File: src/rtl/tcp_rx_notify_handler.sv
// Turns network-stack RX notifications into chunked read-package requests and
// forwards each chunk's payload to the collective engine, tagged with its session ID.
module tcp_rx_notify_handler #(
  parameter int DATA_W  = 512,
  parameter int MAX_PKG = 4096
) (
  input  logic                  aclk,
  input  logic                  aresetn,
  input  logic                  s_notify_valid,
  output logic                  s_notify_ready,
  input  logic [87:0]           s_notify_data,
  output logic                  m_rd_pkg_valid,
  input  logic                  m_rd_pkg_ready,
  output logic [31:0]           m_rd_pkg_data,
  input  logic                  s_rx_meta_valid,
  output logic                  s_rx_meta_ready,
  input  logic [15:0]           s_rx_meta_data,
  input  logic [DATA_W-1:0]     s_axis_tdata,
  input  logic [DATA_W/8-1:0]   s_axis_tkeep,
  input  logic                  s_axis_tlast,
  input  logic                  s_axis_tvalid,
  output logic                  s_axis_tready,
  output logic [DATA_W-1:0]     m_axis_tdata,
  output logic [DATA_W/8-1:0]   m_axis_tkeep,
  output logic                  m_axis_tlast,
  output logic                  m_axis_tvalid,
  output logic [15:0]           m_axis_tdest,
  input  logic                  m_axis_tready,
  output logic [31:0]           closed_cnt,
  output logic                  len_err,
  output logic                  sid_err,
  output logic                  busy
);

  localparam int KEEP_W = DATA_W / 8;
  localparam int POP_W  = $clog2(KEEP_W + 1);
  localparam logic [15:0] MAX_LEN = 16'(MAX_PKG);

  typedef enum logic [1:0] {IDLE, REQ, META, DATA} state_t;

  state_t      state_q, state_d;
  logic [15:0] sid_q, sid_d;
  logic [15:0] rem_q, rem_d;
  logic [15:0] chunk_q, chunk_d;
  logic [16:0] bcnt_q, bcnt_d;
  logic        rd_valid_q, rd_valid_d;
  logic [31:0] rd_data_q, rd_data_d;
  logic [31:0] closed_cnt_q, closed_cnt_d;
  logic        len_err_q, len_err_d;
  logic        sid_err_q, sid_err_d;
  logic        notify_ready_q, notify_ready_d;

  logic [15:0] n_sid, n_len;
  logic        n_closed;
  logic        unused_notify;
  logic [POP_W-1:0] pop;
  logic [16:0] bcnt_sum;
  logic        beat;

  assign n_sid    = s_notify_data[15:0];
  assign n_len    = s_notify_data[31:16];
  assign n_closed = s_notify_data[80];
  assign unused_notify = ^{s_notify_data[87:81], s_notify_data[79:32]};

  function automatic logic [15:0] clip(input logic [15:0] r);
    return (r > MAX_LEN) ? MAX_LEN : r;
  endfunction

  // tkeep is contiguous, but a plain popcount is just as cheap and needs no such assumption
  always_comb begin
    pop = '0;
    for (int i = 0; i < KEEP_W; i++) begin
      pop = pop + POP_W'(s_axis_tkeep[i]);
    end
  end

  assign beat     = (state_q == DATA) && s_axis_tvalid && m_axis_tready;
  assign bcnt_sum = bcnt_q + 17'(pop);

  always_comb begin
    state_d        = state_q;
    sid_d          = sid_q;
    rem_d          = rem_q;
    chunk_d        = chunk_q;
    bcnt_d         = bcnt_q;
    rd_valid_d     = rd_valid_q;
    rd_data_d      = rd_data_q;
    closed_cnt_d   = closed_cnt_q;
    len_err_d      = len_err_q;
    sid_err_d      = sid_err_q;
    case (state_q)
      IDLE: begin
        if (s_notify_valid && notify_ready_q) begin
          if (n_closed) begin
            if (closed_cnt_q != 32'hFFFF_FFFF) closed_cnt_d = closed_cnt_q + 32'd1;
          end else if (n_len != 16'd0) begin
            sid_d      = n_sid;
            rem_d      = n_len;
            rd_valid_d = 1'b1;
            rd_data_d  = {clip(n_len), n_sid};
            state_d    = REQ;
          end
        end
      end
      REQ: begin
        if (rd_valid_q && m_rd_pkg_ready) begin
          rem_d      = rem_q - rd_data_q[31:16];
          chunk_d    = rd_data_q[31:16];
          rd_valid_d = 1'b0;
          state_d    = META;
        end
      end
      META: begin
        if (s_rx_meta_valid) begin
          if (s_rx_meta_data != sid_q) sid_err_d = 1'b1;
          bcnt_d  = '0;
          state_d = DATA;
        end
      end
      DATA: begin
        if (beat) begin
          bcnt_d = bcnt_sum;
          if (s_axis_tlast) begin
            if (bcnt_sum != {1'b0, chunk_q}) len_err_d = 1'b1;
            if (rem_q != 16'd0) begin
              rd_valid_d = 1'b1;
              rd_data_d  = {clip(rem_q), sid_q};
              state_d    = REQ;
            end else begin
              state_d = IDLE;
            end
          end else if (bcnt_sum >= {1'b0, chunk_q}) begin
            // chunk already full but the stack keeps sending; flag it and drain to tlast
            len_err_d = 1'b1;
          end
        end
      end
      default: state_d = IDLE;
    endcase
    notify_ready_d = (state_d == IDLE);
  end

  always_ff @(posedge aclk or negedge aresetn) begin
    if (!aresetn) begin
      state_q        <= IDLE;
      sid_q          <= '0;
      rem_q          <= '0;
      chunk_q        <= '0;
      bcnt_q         <= '0;
      rd_valid_q     <= 1'b0;
      rd_data_q      <= '0;
      closed_cnt_q   <= '0;
      len_err_q      <= 1'b0;
      sid_err_q      <= 1'b0;
      notify_ready_q <= 1'b0;
    end else begin
      state_q        <= state_d;
      sid_q          <= sid_d;
      rem_q          <= rem_d;
      chunk_q        <= chunk_d;
      bcnt_q         <= bcnt_d;
      rd_valid_q     <= rd_valid_d;
      rd_data_q      <= rd_data_d;
      closed_cnt_q   <= closed_cnt_d;
      len_err_q      <= len_err_d;
      sid_err_q      <= sid_err_d;
      notify_ready_q <= notify_ready_d;
    end
  end

  assign s_notify_ready  = notify_ready_q;
  assign m_rd_pkg_valid  = rd_valid_q;
  assign m_rd_pkg_data   = rd_data_q;
  assign s_rx_meta_ready = (state_q == META);
  assign s_axis_tready   = (state_q == DATA) && m_axis_tready;
  assign m_axis_tvalid   = (state_q == DATA) && s_axis_tvalid;
  assign m_axis_tdata    = s_axis_tdata;
  assign m_axis_tkeep    = s_axis_tkeep;
  assign m_axis_tlast    = s_axis_tlast;
  assign m_axis_tdest    = sid_q;
  assign closed_cnt      = closed_cnt_q;
  assign len_err         = len_err_q;
  assign sid_err         = sid_err_q;
  assign busy            = (state_q != IDLE);

endmodule

File: config.mk
export PLATFORM = sky130hd
export DESIGN_NAME = tcp_rx_notify_handler
export DESIGN_NICKNAME = d
export VERILOG_FILES = /design/src/rtl/tcp_rx_notify_handler.sv
export SDC_FILE = /design/constraint.sdc
export NUM_CORES = 1
export LEC_CHECK = 0
export ABC_CLOCK_PERIOD_IN_PS = 9120
export BUFFER_PORTS_ARGS = -buffer_cell sky130_fd_sc_hd__buf_2
export CORE_AREA = 4 4 521 523
export DETAILED_ROUTE_END_ITERATION = 10
export DIE_AREA = 0 0 525 527
export PLACE_DENSITY_LB_ADDON = 0.15
export SYNTH_ARGS = -nofsm -noshare
export SYNTH_HDL_FRONTEND = slang
export SYNTH_SLANG_ARGS = --single-unit
File: constraint.sdc
create_clock -name aclk -period 9.12 [get_ports aclk]
set_input_delay 1.824 -clock aclk [delete_from_list [all_inputs] [get_ports aclk]]
set_output_delay 1.824 -clock aclk [all_outputs]
set_load 0.02 [all_outputs]
==> results.yml, run 1 <==
status:
  status: "finished clean"
min_path:
  min-delay-path-class: "flip-flop to flip-flop"
worst_setup_path:
  startpoint_type: "input pin"
  critPathSlowestCell: "fa_2"
  critPathArrivalTime_ns: 9.43
  required_ns: 9.47
  cp_common_cell: "fa_1"
  cp_slowest_stage_delay_ns: 0.60
  critPathMaxFanout: 3
  cp-end-kind: "flip-flop"
  path_class: "input pin to flip-flop"
floorplan:
  die_area_um2: 277000
  core_area_um2: 267000
  fp.dieH_um: 527
  start_util_pct: 5.26
  fp-row-count: 190
  pin_count: 1353
  die_w_um: 525
routing:
  remaining_drc_errors: 0
  vias: 9586
  dr.max_layer_used: "met5"
  viasPerCell: 1.96
  route.met3.wl_um: 18300
  avgRoutedWirePerCell_um: 20.8
  drt_pass1_iterations: 4
  wl_met1_um: 34400
  ant_nets: 0
  drt-initial-drc-count: 463
  wl_met2_um: 42900
  wirelength_um: 102000
synthesis:
  ys_ff_latch: 135
  yosysMostFrequentCell: "buf_4"
  synth_top_area_share_pct: 31.0
  ys.flop_type: "dfrtp_1"
  syn_inst: 1547
  ys_types: 65
  synth_area_leaders: "buf_4, dfrtp_1, fa_1"
  async_flop_share_pct: 100
  yosys_warnings: 0
  synthesis.area_um2: 14000
  synth_top_area_cell: "buf_4"
  avgSynthCellArea_um2: 9.07
  seq_area_frac_synth_pct: 24.1
  synth_common_cells: "buf_4, inv_1, dfrtp_1, nand2_1, ha_1"
  synth_edf_count: 0
  synth_nets: 2352
sta:
  slew_headroom_pct: 21.0
  rsz0062_at_grt: "true"
  layout_min_cycle_time_ns: 9.08
  setup_viol: 0
  tns_ns: 0
  period_share_pct: 99.5
  worst_pin_slew_ns: 1.18
  hold_viol: 0
  clock_skew_ns: 0.0220
  fmax_mhz: 110
  drv_slew: 0
grt:
  grt_max_degree: 52
  grt_usage_pct: 7.20
  grt.overflow.total: 0
  grt_pass1_wl_um: 127000
  antenna_found_initial: 58
  grt_pass1_vias: 10400
placement:
  dp_hpwl_um: 91200
  dp_cells: 4852
  gp_congestion: 0.677
  port_buffers: 273
job:
  cap_viol_max_count: 0
clock_tree:
  clock-sinks: 135
  clk_latency_ns: 0.51
  cts_tree: "done"
  clockRootBuffer: "clkbuf_16"
  cts_buffers: 17
  clk_pin_slew_ns: 0.07
  cts_buffer_depth: 2
  htree_levels: 4
  cts_hold_buf: 0
power:
  power.share.sequential_pct: 9.4
  ir_drop_mv: 1.21
  p_leak_nw: 6.62
  p_per_area_nw_per_um2: 611
  power.internal_mw: 4.97
  p_sw_share_pct: 51.8
  pwr-share-clk_pct: 6.9
  switchingPower_mw: 5.35
  p_comb_share_pct: 83.7
finish:
  synthToLayoutAreaGrowth_pct: 20.2
  nets: 2127
  drive_above_1_share_pct: 36.7
  final_cell_count_no_fill: 4902
through the flow:
step	cell area (um2)	setup WS, ns	util (%)	total power [mW]	hold slack, ns
4_1_cts	16700	-0.212	6.27	10.4	0.456
5_1_grt	16800	-0.315	6.31	11.5	0.460
3_3_place_gp	16100	-1.56	6.02	9.26	0.441
6_report	16900	0.0419	6.32	10.3	0.454
3_5_place_dp	16100	-1.39	6.02	9.19	0.444
2_1_floorplan	14000	0.123	-	5.39	0.424
cell usage in the layout (no fill, tap or decap), drive strengths merged, types with 4 or more instances in the layout:
| cell type | synthesis | layout |
|---|---|---|
| a21oi | 22 | 22 |
| nand2 | 83 | 83 |
| or3 | 6 | 6 |
| nand3 | 24 | 24 |
| fa | 57 | 57 |
| inv | 138 | 143 |
| a21o | 11 | 11 |
| o21a | 8 | 8 |
| a22o | 4 | 4 |
| a2111oi | 4 | 4 |
| and2 | 7 | 7 |
| diode | 0 | 15 |
| o21ai | 46 | 46 |
| nor2b | 10 | 10 |
| xor2 | 20 | 20 |
| and4 | 4 | 4 |
| nor4 | 13 | 13 |
| a211oi | 8 | 8 |
| nand2b | 5 | 5 |
| clkbuf | 17 | 20 |
| and3 | 19 | 19 |
| ha | 60 | 60 |
| xnor2 | 43 | 43 |
| o221ai | 4 | 4 |
| mux2 | 51 | 51 |
| a31oi | 11 | 11 |
| mux2i | 15 | 15 |
| or4 | 5 | 5 |
| nor3 | 16 | 16 |
| a22oi | 11 | 11 |
| clkinv | 0 | 5 |
| buf | 585 | 359 |
| nand4 | 19 | 19 |
| dfrtp | 135 | 135 |
| nor2 | 49 | 49 |
| o211ai | 4 | 4 |
path summary, 6_finish.rpt:
| check | from | depth (start not counted) | slack (ns) | to |
|---|---|---|---|---|
| min | bcnt_q[14] | 1 | 0.45 | bcnt_q[14] |
| min in group asynchronous | aresetn | 1 | 1.25 | closed_cnt[15] |
| max | s_axis_tkeep[21] | 29 | 0.04 | len_err |
| max reg2reg | bcnt_q[0] | 25 | 1.77 | len_err |
| min reg2reg | bcnt_q[14] | 1 | 0.45 | bcnt_q[14] |
| max in group asynchronous | aresetn | 2 | 6.65 | m_axis_tdest[8] |
registers in the layout, indices dropped and copies added, names as in the netlist:
signal          flops
bcnt_q             17
chunk_q            16
closed_cnt         32
len_err             1
m_axis_tdest       16
m_rd_pkg_data      32
m_rd_pkg_valid      1
rem_q              16
s_notify_ready      1
sid_err             1
state_q             2
cell families (layout without fill, tap and decap cells):
logic type | count (synthesis) | in the layout | synth area share (%)
other | 0 | 15 | 0
adders and majority gates | 117 | 117 | 13.5
and+or+nand+nor | 263 | 263 | 9.48
xor gates and xnor gates | 63 | 63 | 3.93
DFF | 135 | 135 | 24.1
buffers and inverters | 741 | 529 | 35.7
muxes | 66 | 66 | 5.54
AOI/OAI and AO/OA | 162 | 162 | 7.76
layer usage:
metal	track usage, %	vias up
li1	-	4067
met1	6.88	4405
met2	10.7	753
met3	6.04	349
met4	3.93	12
met5	0.156	-
worst max-delay path: cells and delay by family:
kind	cells	cell delay, ns
adder cells (fa/ha/maj)	11	5.05
AND/OR/NAND/NOR	2	0.15
buffers and inverters	8	0.73
AO/OA/AOI/OAI	7	1.47
XOR/XNOR	1	0.20
final cells by class:
cell class	instances	area [um2]
flip-flops and latches	135	3380
well taps	3552	4440
repair buffers	359	2100
diodes	15	37.5
inverters	138	520
fillers	31400	250000
clock buffers	20	457
clock inverters	12	91.3
multi-input cells	671	5840
repair_timing:
item	CTS	global route
setup endpoints to repair	1	1
endpoints found under the hold margin	0	0
pin swaps	25	24
gates resized for setup	30	18
buffers inserted	2	1
power groups by stage:
stage          clock, mW  combinational (mW)  sequential [mW]
2_1_floorplan          0                4.37             1.02
3_3_place_gp           0                8.27            0.991
3_5_place_dp           0                8.20            0.990
4_1_cts            0.767                8.67            0.980
5_1_grt            0.779                9.77             1.00
6_report           0.714                8.63            0.969
Note: power is estimated with default switching activity, not from simulation.
==> inputs of run 2 (changes only) <==
ABC_AREA = 1   (was default)
CAP_MARGIN = 40   (was default)
CORE_AREA = 4 4 530 532   (was 4 4 521 523)
DIE_AREA = 0 0 534 536   (was 0 0 525 527)
PLACE_DENSITY_LB_ADDON = default   (was 0.15)
==> run 2 against run 1 <==
Area after synthesis rose by 3.5%. Utilization barely moved. Non-clock buffer count fell by 21. Setup slack improved by 0.36 ns. Final area rose by 2.9%. Routed wire length rose by 79%. Fmax rose by 4.1%. Clock skew rose by 0.0016 ns. Critical path depth rose by 6. Clock-buffer cell count rose by 12. Final cell count rose by 9.2%. Synthesized cell count rose by 21%. Largest cell class unchanged.
==> results.yml, run 2 <==
status:
  status: "finished clean"
placement:
  dp_hpwl_um: 173000
  dp_cells: 5309
  place_area_um2: 16600
  preCtsSetupSlack_ns: -0.196
  port_buffers: 273
  gp_congestion: 0.942
clock_tree:
  post_cts_resized: 0
  postCtsSetupBuffers: 0
  cts_buffers: 25
  clk_pin_slew_ns: 0.04
  cts_tree: "done"
  clock-sinks: 135
  clk_latency_ns: 0.53
  htree_levels: 4
  cts_hold_buf: 0
  clockRootBuffer: "clkbuf_16"
  cts_buffer_depth: 3
floorplan:
  pin_count: 1353
  die_w_um: 534
  start_util_pct: 5.26
  fp-row-count: 193
  fp.dieH_um: 536
  core_area_um2: 276000
  die_area_um2: 286000
synthesis:
  syn_inst: 1875
  ys_ff_latch: 135
  yosysMostFrequentCell: "buf_4"
  synth_edf_count: 0
  synth_common_cells: "buf_4, nand2_1, inv_1, dfrtp_1, nor2_1"
  synth_top_area_cell: "buf_4"
  async_flop_share_pct: 100
  synth_area_leaders: "buf_4, dfrtp_1, nand2_1"
  ys.flop_type: "dfrtp_1"
  synth_top_area_share_pct: 29.9
  seq_area_frac_synth_pct: 23.2
  synthesis.area_um2: 14500
  ys_types: 48
  synth_nets: 2680
  yosys_warnings: 0
  avgSynthCellArea_um2: 7.75
min_path:
  min-delay-path-class: "flip-flop to flip-flop"
worst_setup_path:
  required_ns: 9.50
  cp-end-kind: "flip-flop"
  critPathMaxFanout: 4
  cp_common_cell: "fa_1"
  path_class: "input pin to flip-flop"
  critPathArrivalTime_ns: 9.10
  cp_slowest_stage_delay_ns: 0.57
  critPathSlowestCell: "fa_1"
  startpoint_type: "input pin"
sta:
  worst_pin_slew_ns: 0.771
  setup_viol: 0
  slew_headroom_pct: 48.6
  rsz0062_at_grt: "false"
  clock_skew_ns: 0.0236
  fin_ws_ns: 0.403
  fmax_mhz: 115
  tns_ns: 0
  hold_viol: 0
  period_share_pct: 95.6
  hold_ws_ns: 0.472
  layout_min_cycle_time_ns: 8.72
  drv_slew: 0
routing:
  viasPerCell: 2.13
  vias: 11400
  drt_pass1_iterations: 5
  drt-initial-drc-count: 781
  wirelength_um: 183000
  remaining_drc_errors: 0
  ant_nets: 0
  avgRoutedWirePerCell_um: 34.1
power:
  ir_drop_mv: 1.60
  p_per_area_nw_per_um2: 729
  power_mw: 12.7
  p_leak_nw: 7.18
grt:
  grt_pass1_vias: 10600
  antenna_found_initial: 29
  grt_pass1_wl_um: 206000
  grt_usage_pct: 12.2
  grt.overflow.total: 0
  grt_max_degree: 64
finish:
  synthToLayoutAreaGrowth_pct: 19.5
  final_cell_count_no_fill: 5353
  final_core_util_pct: 6.29
  nets: 2436
  stdcell_area_um2: 17400
  final_cell_mix: "nand2_1, buf_2, inv_1"
  drive_above_1_share_pct: 25.2
  mostFrequentLayoutCell: "nand2_1"
job:
  cap_viol_max_count: 0
## run 2: changes by cell type in the layout (fill, tap and decap cells not counted), sizes merged, moves of 19 or more
cell	previous run	this run
xnor2	43	22
mux2	51	0
a21oi	22	47
and3	19	0
nor2	49	91
nand3	24	61
o21ai	46	90
nand2	83	362
inv	143	216
buf	359	338
## run 2: final timing paths
| kind | startpoint | to | slack (ns) | cells after the start |
|---|---|---|---|---|
| hold / removal | len_err | len_err | 0.47 | 2 |
| setup reg to reg | bcnt_q[0] | len_err | 1.99 | 33 |
| min in group asynchronous | aresetn | closed_cnt[5] | 1.31 | 1 |
| setup / recovery | s_axis_tkeep[0] | len_err | 0.40 | 35 |
| max in group asynchronous | aresetn | m_rd_pkg_data[13] | 6.59 | 3 |
| hold reg to reg | len_err | len_err | 0.47 | 2 |
## run 2: cell families after synthesis
family,count (synthesis),share of synthesized area (%)
DFF,135,23.2
buffers and inverters,825,36.6
xor gates and xnor gates,59,3.56
adders and majority gates,117,13.0
and+or+nand+nor,578,17.2
AOI/OAI and AO/OA,161,6.32
## run 2: final cells by class
type                       count  area, um2
fill                       32500     259000
multi-input combinational    915       5840
tap                         3705       4640
sequential                   135       3380
timing repair buffer         338       1970
inverter                     216        811
clock buffer                  32        672
clock inverter                 1       30.0
antenna                       11       27.5
## run 2: critical path: cells and delay by family
kind | cells | cell delay [ns]
AOI/OAI and AO/OA | 3 | 0.45
xor gates and xnor gates | 1 | 0.16
adders and majority gates | 10 | 4.79
buffers and inverters | 8 | 0.90
and+or+nand+nor | 13 | 0.91
## run 2: metal layers
metal	track usage (%)	vias to the layer above	share of wire [%]
met1	6.48	5034	18
li1	-	4751	-
met4	5.21	26	4.8
met5	0.966	-	0.29
met2	15.1	1319	36
met3	23.5	296	41
## run 2: power by group
part | leakage (nW) | total [mW] | switching [mW] | internal [mW]
clock network | 0.343 | 0.858 | 0.322 | 0.536
registers | 1.69 | 0.971 | 0.191 | 0.780
logic | 5.15 | 10.8 | 6.54 | 4.28
